--- src/rtl/bias_weight_updater_pkg.sv ---
// +----------------------------------------------------------------------+
// | bias_weight_updater_pkg                                              |
// | Shared types, width helpers and packing offsets for the updater.     |
// | Revision: 1.0                                                        |
// +----------------------------------------------------------------------+
`default_nettype none

package bias_weight_updater_pkg;

  typedef enum logic [1:0] {
    ST_IDLE    = 2'd0,
    ST_UPDATE  = 2'd1,
    ST_PUBLISH = 2'd2
  } state_t;

  function automatic int word_width(input int wi, input int wf);
    return wi + wf;
  endfunction

  function automatic int cnt_width(input int nc);
    return (nc > 1) ? $clog2(nc) : 1;
  endfunction

  function automatic int sat_max(input int wd);
    return (1 << (wd - 1)) - 1;
  endfunction

  function automatic int sat_min(input int wd);
    return -(1 << (wd - 1));
  endfunction

  // Bit offsets inside the packed parameter bus: weights first, then biases.
  function automatic int w_lsb(input int c, input int p, input int np, input int wd);
    return (c * np + p) * wd;
  endfunction

  function automatic int b_lsb(input int c, input int np, input int nc, input int wd);
    return (nc * np + c) * wd;
  endfunction

endpackage

`default_nettype wire

--- src/rtl/bias_weight_updater_mul.sv ---
// +----------------------------------------------------------------------+
// | fxp_mul_sat                                                          |
// | Signed fixed-point multiply, arithmetic shift by WF, saturate to WD. |
// | Revision: 1.0                                                        |
// +----------------------------------------------------------------------+
`default_nettype none

module fxp_mul_sat #(
  parameter int WD = 8,
  parameter int WF = 4
) (
  input  logic [WD-1:0] i_a,
  input  logic [WD-1:0] i_b,
  output logic [WD-1:0] o_y
);

  logic signed [2*WD-1:0] w_prod;
  logic signed [2*WD-1:0] w_shift;
  logic                   w_in_range;

  always_comb begin
    w_prod     = $signed({{WD{i_a[WD-1]}}, i_a}) * $signed({{WD{i_b[WD-1]}}, i_b});
    w_shift    = w_prod >>> WF;
    // Fits in WD bits only when every bit above the result sign agrees with it.
    w_in_range = (&w_shift[2*WD-1:WD-1]) | ~(|w_shift[2*WD-1:WD-1]);
    if (w_in_range) begin
      o_y = w_shift[WD-1:0];
    end else if (w_shift[2*WD-1]) begin
      o_y = {1'b1, {(WD-1){1'b0}}};
    end else begin
      o_y = {1'b0, {(WD-1){1'b1}}};
    end
  end

endmodule

`default_nettype wire

--- src/rtl/bias_weight_updater.sv ---
// +----------------------------------------------------------------------+
// | bias_weight_updater                                                  |
// | Layer parameter store with saturating SGD update and stream output.  |
// | Revision: 1.0                                                        |
// +----------------------------------------------------------------------+
`default_nettype none

module bias_weight_updater
  import bias_weight_updater_pkg::*;
#(
  parameter  int NP = 4,
  parameter  int NC = 4,
  parameter  int WI = 4,
  parameter  int WF = 4,
  localparam int WD = word_width(WI, WF)
) (
  input  logic                      iCLK,
  input  logic                      iRST,
  input  logic                      iMode,
  input  logic [WD-1:0]             iLR,
  input  logic                      iValid_AS,
  output logic                      oReady_AS,
  input  logic [NP*WD+NC*WD-1:0]    iData_AS,
  input  logic                      iValid_LD,
  output logic                      oReady_LD,
  input  logic [NC*NP*WD+NC*WD-1:0] iData_LD,
  output logic                      oValid_BS,
  input  logic                      iReady_BS,
  output logic [NC*NP*WD+NC*WD-1:0] oData_BS
);

  localparam int CW = cnt_width(NC);
  localparam int PW = NC*NP*WD + NC*WD;
  localparam int AW = NP*WD + NC*WD;
  localparam logic [WD-1:0] SAT_MAX = WD'(sat_max(WD));
  localparam logic [WD-1:0] SAT_MIN = WD'(sat_min(WD));

  state_t         r_state, w_state_nxt;
  logic [CW-1:0]  r_cnt, w_cnt_nxt;
  logic [PW-1:0]  r_params, w_params_nxt;
  logic [NP*WD-1:0] r_x;
  logic [NC*WD-1:0] r_d;
  logic [WD-1:0]  r_lr;

  logic [WD-1:0]  w_d_cur;
  logic [WD-1:0]  w_g;
  logic [WD-1:0]  w_x  [NP];
  logic [WD-1:0]  w_gx [NP];
  logic           w_accept;
  logic           w_last;
  int             w_c;

  function automatic logic [WD-1:0] sat_sub(input logic [WD-1:0] a, input logic [WD-1:0] b);
    logic [WD:0] diff;
    diff = {a[WD-1], a} - {b[WD-1], b};
    if (diff[WD] != diff[WD-1]) begin
      return diff[WD] ? SAT_MIN : SAT_MAX;
    end
    return diff[WD-1:0];
  endfunction

  assign w_accept = (r_state == ST_IDLE) && iMode && iValid_AS && !iValid_LD;
  assign w_last   = (r_cnt == CW'(NC - 1));
  assign w_c      = int'(r_cnt);
  assign w_d_cur  = r_d[w_c*WD +: WD];
  assign oData_BS = r_params;

  fxp_mul_sat #(.WD(WD), .WF(WF)) u_grad (
    .i_a (r_lr),
    .i_b (w_d_cur),
    .o_y (w_g)
  );

  generate
    for (genvar p = 0; p < NP; p++) begin : g_prod
      assign w_x[p] = r_x[p*WD +: WD];
      fxp_mul_sat #(.WD(WD), .WF(WF)) u_gx (
        .i_a (w_g),
        .i_b (w_x[p]),
        .o_y (w_gx[p])
      );
    end
  endgenerate

  always_comb begin
    w_state_nxt  = r_state;
    w_cnt_nxt    = r_cnt;
    w_params_nxt = r_params;
    oReady_AS    = 1'b0;
    oReady_LD    = 1'b0;
    oValid_BS    = 1'b0;
    case (r_state)
      ST_IDLE: begin
        oReady_LD = 1'b1;
        oReady_AS = iMode && !iValid_LD;
        oValid_BS = !iMode && !iValid_LD;
        if (iValid_LD) begin
          w_params_nxt = iData_LD;
        end else if (w_accept) begin
          w_state_nxt = ST_UPDATE;
          w_cnt_nxt   = '0;
        end
      end
      ST_UPDATE: begin
        w_params_nxt[b_lsb(w_c, NP, NC, WD) +: WD] =
          sat_sub(r_params[b_lsb(w_c, NP, NC, WD) +: WD], w_g);
        for (int p = 0; p < NP; p++) begin
          w_params_nxt[w_lsb(w_c, p, NP, WD) +: WD] =
            sat_sub(r_params[w_lsb(w_c, p, NP, WD) +: WD], w_gx[p]);
        end
        if (w_last) begin
          w_cnt_nxt   = '0;
          w_state_nxt = ST_PUBLISH;
        end else begin
          w_cnt_nxt = r_cnt + CW'(1);
        end
      end
      ST_PUBLISH: begin
        oValid_BS = 1'b1;
        if (iReady_BS) begin
          w_state_nxt = ST_IDLE;
        end
      end
      default: begin
        w_state_nxt = ST_IDLE;
      end
    endcase
  end

  always_ff @(posedge iCLK) begin
    if (!iRST) begin
      r_state  <= ST_IDLE;
      r_cnt    <= '0;
      r_params <= '0;
      r_x      <= '0;
      r_d      <= '0;
      r_lr     <= '0;
    end else begin
      r_state  <= w_state_nxt;
      r_cnt    <= w_cnt_nxt;
      r_params <= w_params_nxt;
      if (w_accept) begin
        r_x  <= iData_AS[NP*WD-1:0];
        r_d  <= iData_AS[AW-1:NP*WD];
        r_lr <= iLR;
      end
    end
  end

endmodule

`default_nettype wire

--- config.mk ---
export PLATFORM = sky130hd
export DESIGN_NAME = bias_weight_updater
export DESIGN_NICKNAME = d
export VERILOG_FILES = /design/src/rtl/bias_weight_updater_pkg.sv /design/src/rtl/bias_weight_updater_mul.sv /design/src/rtl/bias_weight_updater.sv
export SDC_FILE = /design/constraint.sdc
export NUM_CORES = 1
export LEC_CHECK = 0
export CAP_MARGIN = 10
export CORE_MARGIN = 1.5
export CORE_UTILIZATION = 29
export CTS_CLUSTER_DIAMETER = 200
export CTS_CLUSTER_SIZE = 16
export DETAILED_ROUTE_END_ITERATION = 10
export GPL_TIMING_DRIVEN = 0
export HOLD_SLACK_MARGIN = 0.08
export SLEW_MARGIN = 10
export SYNTH_ARGS = -nofsm -noshare
export SYNTH_HDL_FRONTEND = slang
export SYNTH_SLANG_ARGS = --single-unit
export TNS_END_PERCENT = 50
--- constraint.sdc ---
create_clock -name iCLK -period 17.1 [get_ports iCLK]
set_input_delay 2.565 -clock iCLK [delete_from_list [all_inputs] [get_ports iCLK]]
set_output_delay 2.565 -clock iCLK [all_outputs]
set_load 0.1 [all_outputs]
==> results.py <==
metrics = {
    "worst_setup_path": {
        "worstPathRequired_ns": 17.59,
        "path_max_fanout": 10,
        "cp_slowest_cell": "clkbuf_1",
        "cp_common_cell": "fa_1",
        "reg2regPathDepth": 53,
        "arrival_ns": 16.70,
        "timing_worst_setup_path_type": "register to register",
        "cp_num_buf_inv": 12,
        "start_kind": "register",
        "cp_top_family": "adder cells",
        "endpoint_kind": "register",
        "rr_startpoint": "r_cnt[1]",
        "timing.rr.end": "oData_BS[101]",
        "cpPeakStageDelay_ns": 0.71,
        "r2r_slack_ns": 0.89,
    },
    "timing": {
        "rsz0062_at_grt": "no",
        "min_period_ns": 16.21,
        "clock.fmax_ghz": 0.0617,
        "skew_ns": 0.0351,
        "finalWorstSetupSlack_ns": 0.887,
        "slew_headroom": 0.0495,
        "final-hold-violation-count": 0,
        "tightest_slew_ns": 1.41,
        "fin_crit_sh": 0.948,
        "drv_slew": 0,
        "setup_viol": 0,
    },
    "cells_and_area": {
        "drive_above_1_share": 0.0379,
        "nets": 4403,
        "final_cell_mix": "inv_1 (458), clkdlybuf4s50_1 (400), nand2_1 (343)",
        "area_growth_pct": 22.8,
        "post-route-util": 0.361,
        "layout_commonest_cell": "inv_1",
        "layout.cells.non_filler": 4941,
    },
    "yosys": {
        "synth_area_leaders": "fa_1 (20%), dfxtp_1 (17%), ha_1 (9.1%)",
        "ys.flop_type": "dfxtp_1",
        "yosysWarningCount": 0,
        "synth_cells": 3270,
        "yosysTopAreaCellShare": 0.204,
        "synth-seq-cells": 236,
        "synth_nets": 3979,
        "synth_area_um2": 27000,
        "synth_seq_area_share": 0.175,
        "synthArstFlopShare": 0,
        "ys_types": 83,
        "synth_area_leader_cell": "fa_1",
        "synth_edf_count": 0,
        "synth.avg_cell_area_um2": 8.26,
    },
    "placement": {
        "globalplace.congestion": 1.04,
        "io_buffers": 400,
        "dp_hpwl_um": 98600,
        "place_inst": 4917,
        "dpl_worst_slack_ns": 0.0630,
    },
    "power_and_ir_drop": {
        "powerDensity_nw_per_um2": 93.7,
        "p_leak_nw": 14.0,
        "peakVddDrop_v": 0.0000803,
        "totalPowerFinal_mw": 3.11,
    },
    "detailed_routing": {
        "viasPerCell": 5.43,
        "wire_per_inst_um": 24.5,
        "vias": 26800,
        "drc": 0,
        "drt-initial-drc-count": 2470,
        "routed_wl_um": 121000,
        "drt-pass1-iter-count": 6,
        "ant_nets": 0,
    },
    "clocking": {
        "holdBufCountCts": 0,
        "root_buffer": "clkbuf_16",
        "clk_path_buf_depth": 3,
        "cts.sinks": 236,
        "cts_made_buffers": 18,
        "clkSlewWorstSetupHoldPaths_ns": 0.08,
        "cts_tree": "yes",
        "clock_latency_ns": 0.57,
        "htreeDepth": 1,
    },
    "die": {
        "coreArea_um2": 91900,
        "die_w_um": 308,
        "initial_core_util": 0.294,
        "die_h_um": 308,
        "rows": 111,
        "ios": 401,
        "die_area_um2": 95000,
    },
    "global_route": {
        "grt_pass1_vias": 26900,
        "track_usage": 0.253,
        "grt_pass1_wl_um": 178000,
        "grt-ovfl-total": 0,
        "grt_start_max_net_pins": 17,
        "grt_antenna_before_repair": 6,
    },
    "flow_run": {
        "drv_cap": 0,
    },
    "worst_hold_path": {
        "worstHoldPathCells": 2,
        "hold_end": "r_d[20]",
        "hp-start": "r_d[20]",
        "hold_path.class": "register to register",
    },
    "status": {
        "outcome": "completed",
    },
}
## per-layer routing
layer	vias to the layer above	share of wire	track usage
met1	12900	0.41	0.328
met3	338	0.095	0.0495
li1	12000	-	-
met5	-	0.00047	0
met4	8	0.061	0.133
met2	1580	0.44	0.396
## synth_stat cells (all sizes together), types with 37 or more instances
master	instances
inv	459
nand2	343
fa	275
dfxtp	236
a21oi	235
nor2	200
o21ai	200
ha	196
clkbuf	139
and2	135
xnor2	72
o211ai	63
a31oi	52
mux4	47
a221oi	45
nand3	45
nor2b	37
## worst min-delay path, cell delays in order, from the launching register on
cell and delay [ns]:
dfxtp_1 0.31, nand2_1 0.05, a21oi_1 0.05
## logic make-up after synthesis
logic type	share of synthesized area
xor+xnor	0.0308
mux	0.0461
buf+inv	0.0882
compound gates	0.203
fa+ha+maj	0.295
simple gates	0.163
flops	0.175
## per-stage QoR
stage                     setup TNS [ns]  area [um^2]  hold WS (ns)
after floorplan                        0        27000         0.433
after global placement            -0.257        32600         0.441
after detailed placement               0        32600         0.443
after CTS                              0        33200         0.454
after global routing                   0        33200         0.475
final                                  0        33200         0.456
## worst max path at each step
stage | from | endpoint | slack, ns | cells after the start
6_report | r_cnt[1] | oData_BS[101] | 0.89 | 53
5_1_grt | r_cnt[1] | oData_BS[101] | 0.01 | 57
4_1_cts | r_cnt[1] | oData_BS[34] | 0.25 | 54
3_5_place_dp | r_cnt[0] | oData_BS[34] | 0.06 | 54
3_3_place_gp | r_cnt[0] | oData_BS[45] | -0.19 | 55
2_1_floorplan | r_cnt[0] | oData_BS[130] | 3.85 | 53
## sequential cells by signal (all words and copies together) (netlist names)
| signal | flops |
|---|---|
| oData_BS | 160 |
| r_x | 32 |
| r_lr | 8 |
| r_cnt | 2 |
| r_d | 32 |
| r_state | 2 |
## area by class of cell
type	count	area (um^2)
Buffer	167	661
Clock buffer	21	503
Inverter	460	1730
Timing Repair Buffer	404	4040
Sequential cell	236	4720
Tap cell	1243	1560
Fill cell	9675	58800
Antenna cell	3	7.51
Multi-Input combinational cell	2407	20000
## report_power, final
| part | switching, mW | internal [mW] | total (mW) |
|---|---|---|---|
| combinational | 1.42 | 0.587 | 2.01 |
| clock | 0.236 | 0.207 | 0.442 |
| sequential | 0.0605 | 0.594 | 0.654 |
## what timing repair did
action | in CTS | in global routing
gates resized for setup | 1 | 7
endpoints found under the setup margin | 2 | 31
gates cloned | 0 | 0
setup buffers | 0 | 0
Power figures use the tool's default switching activity.
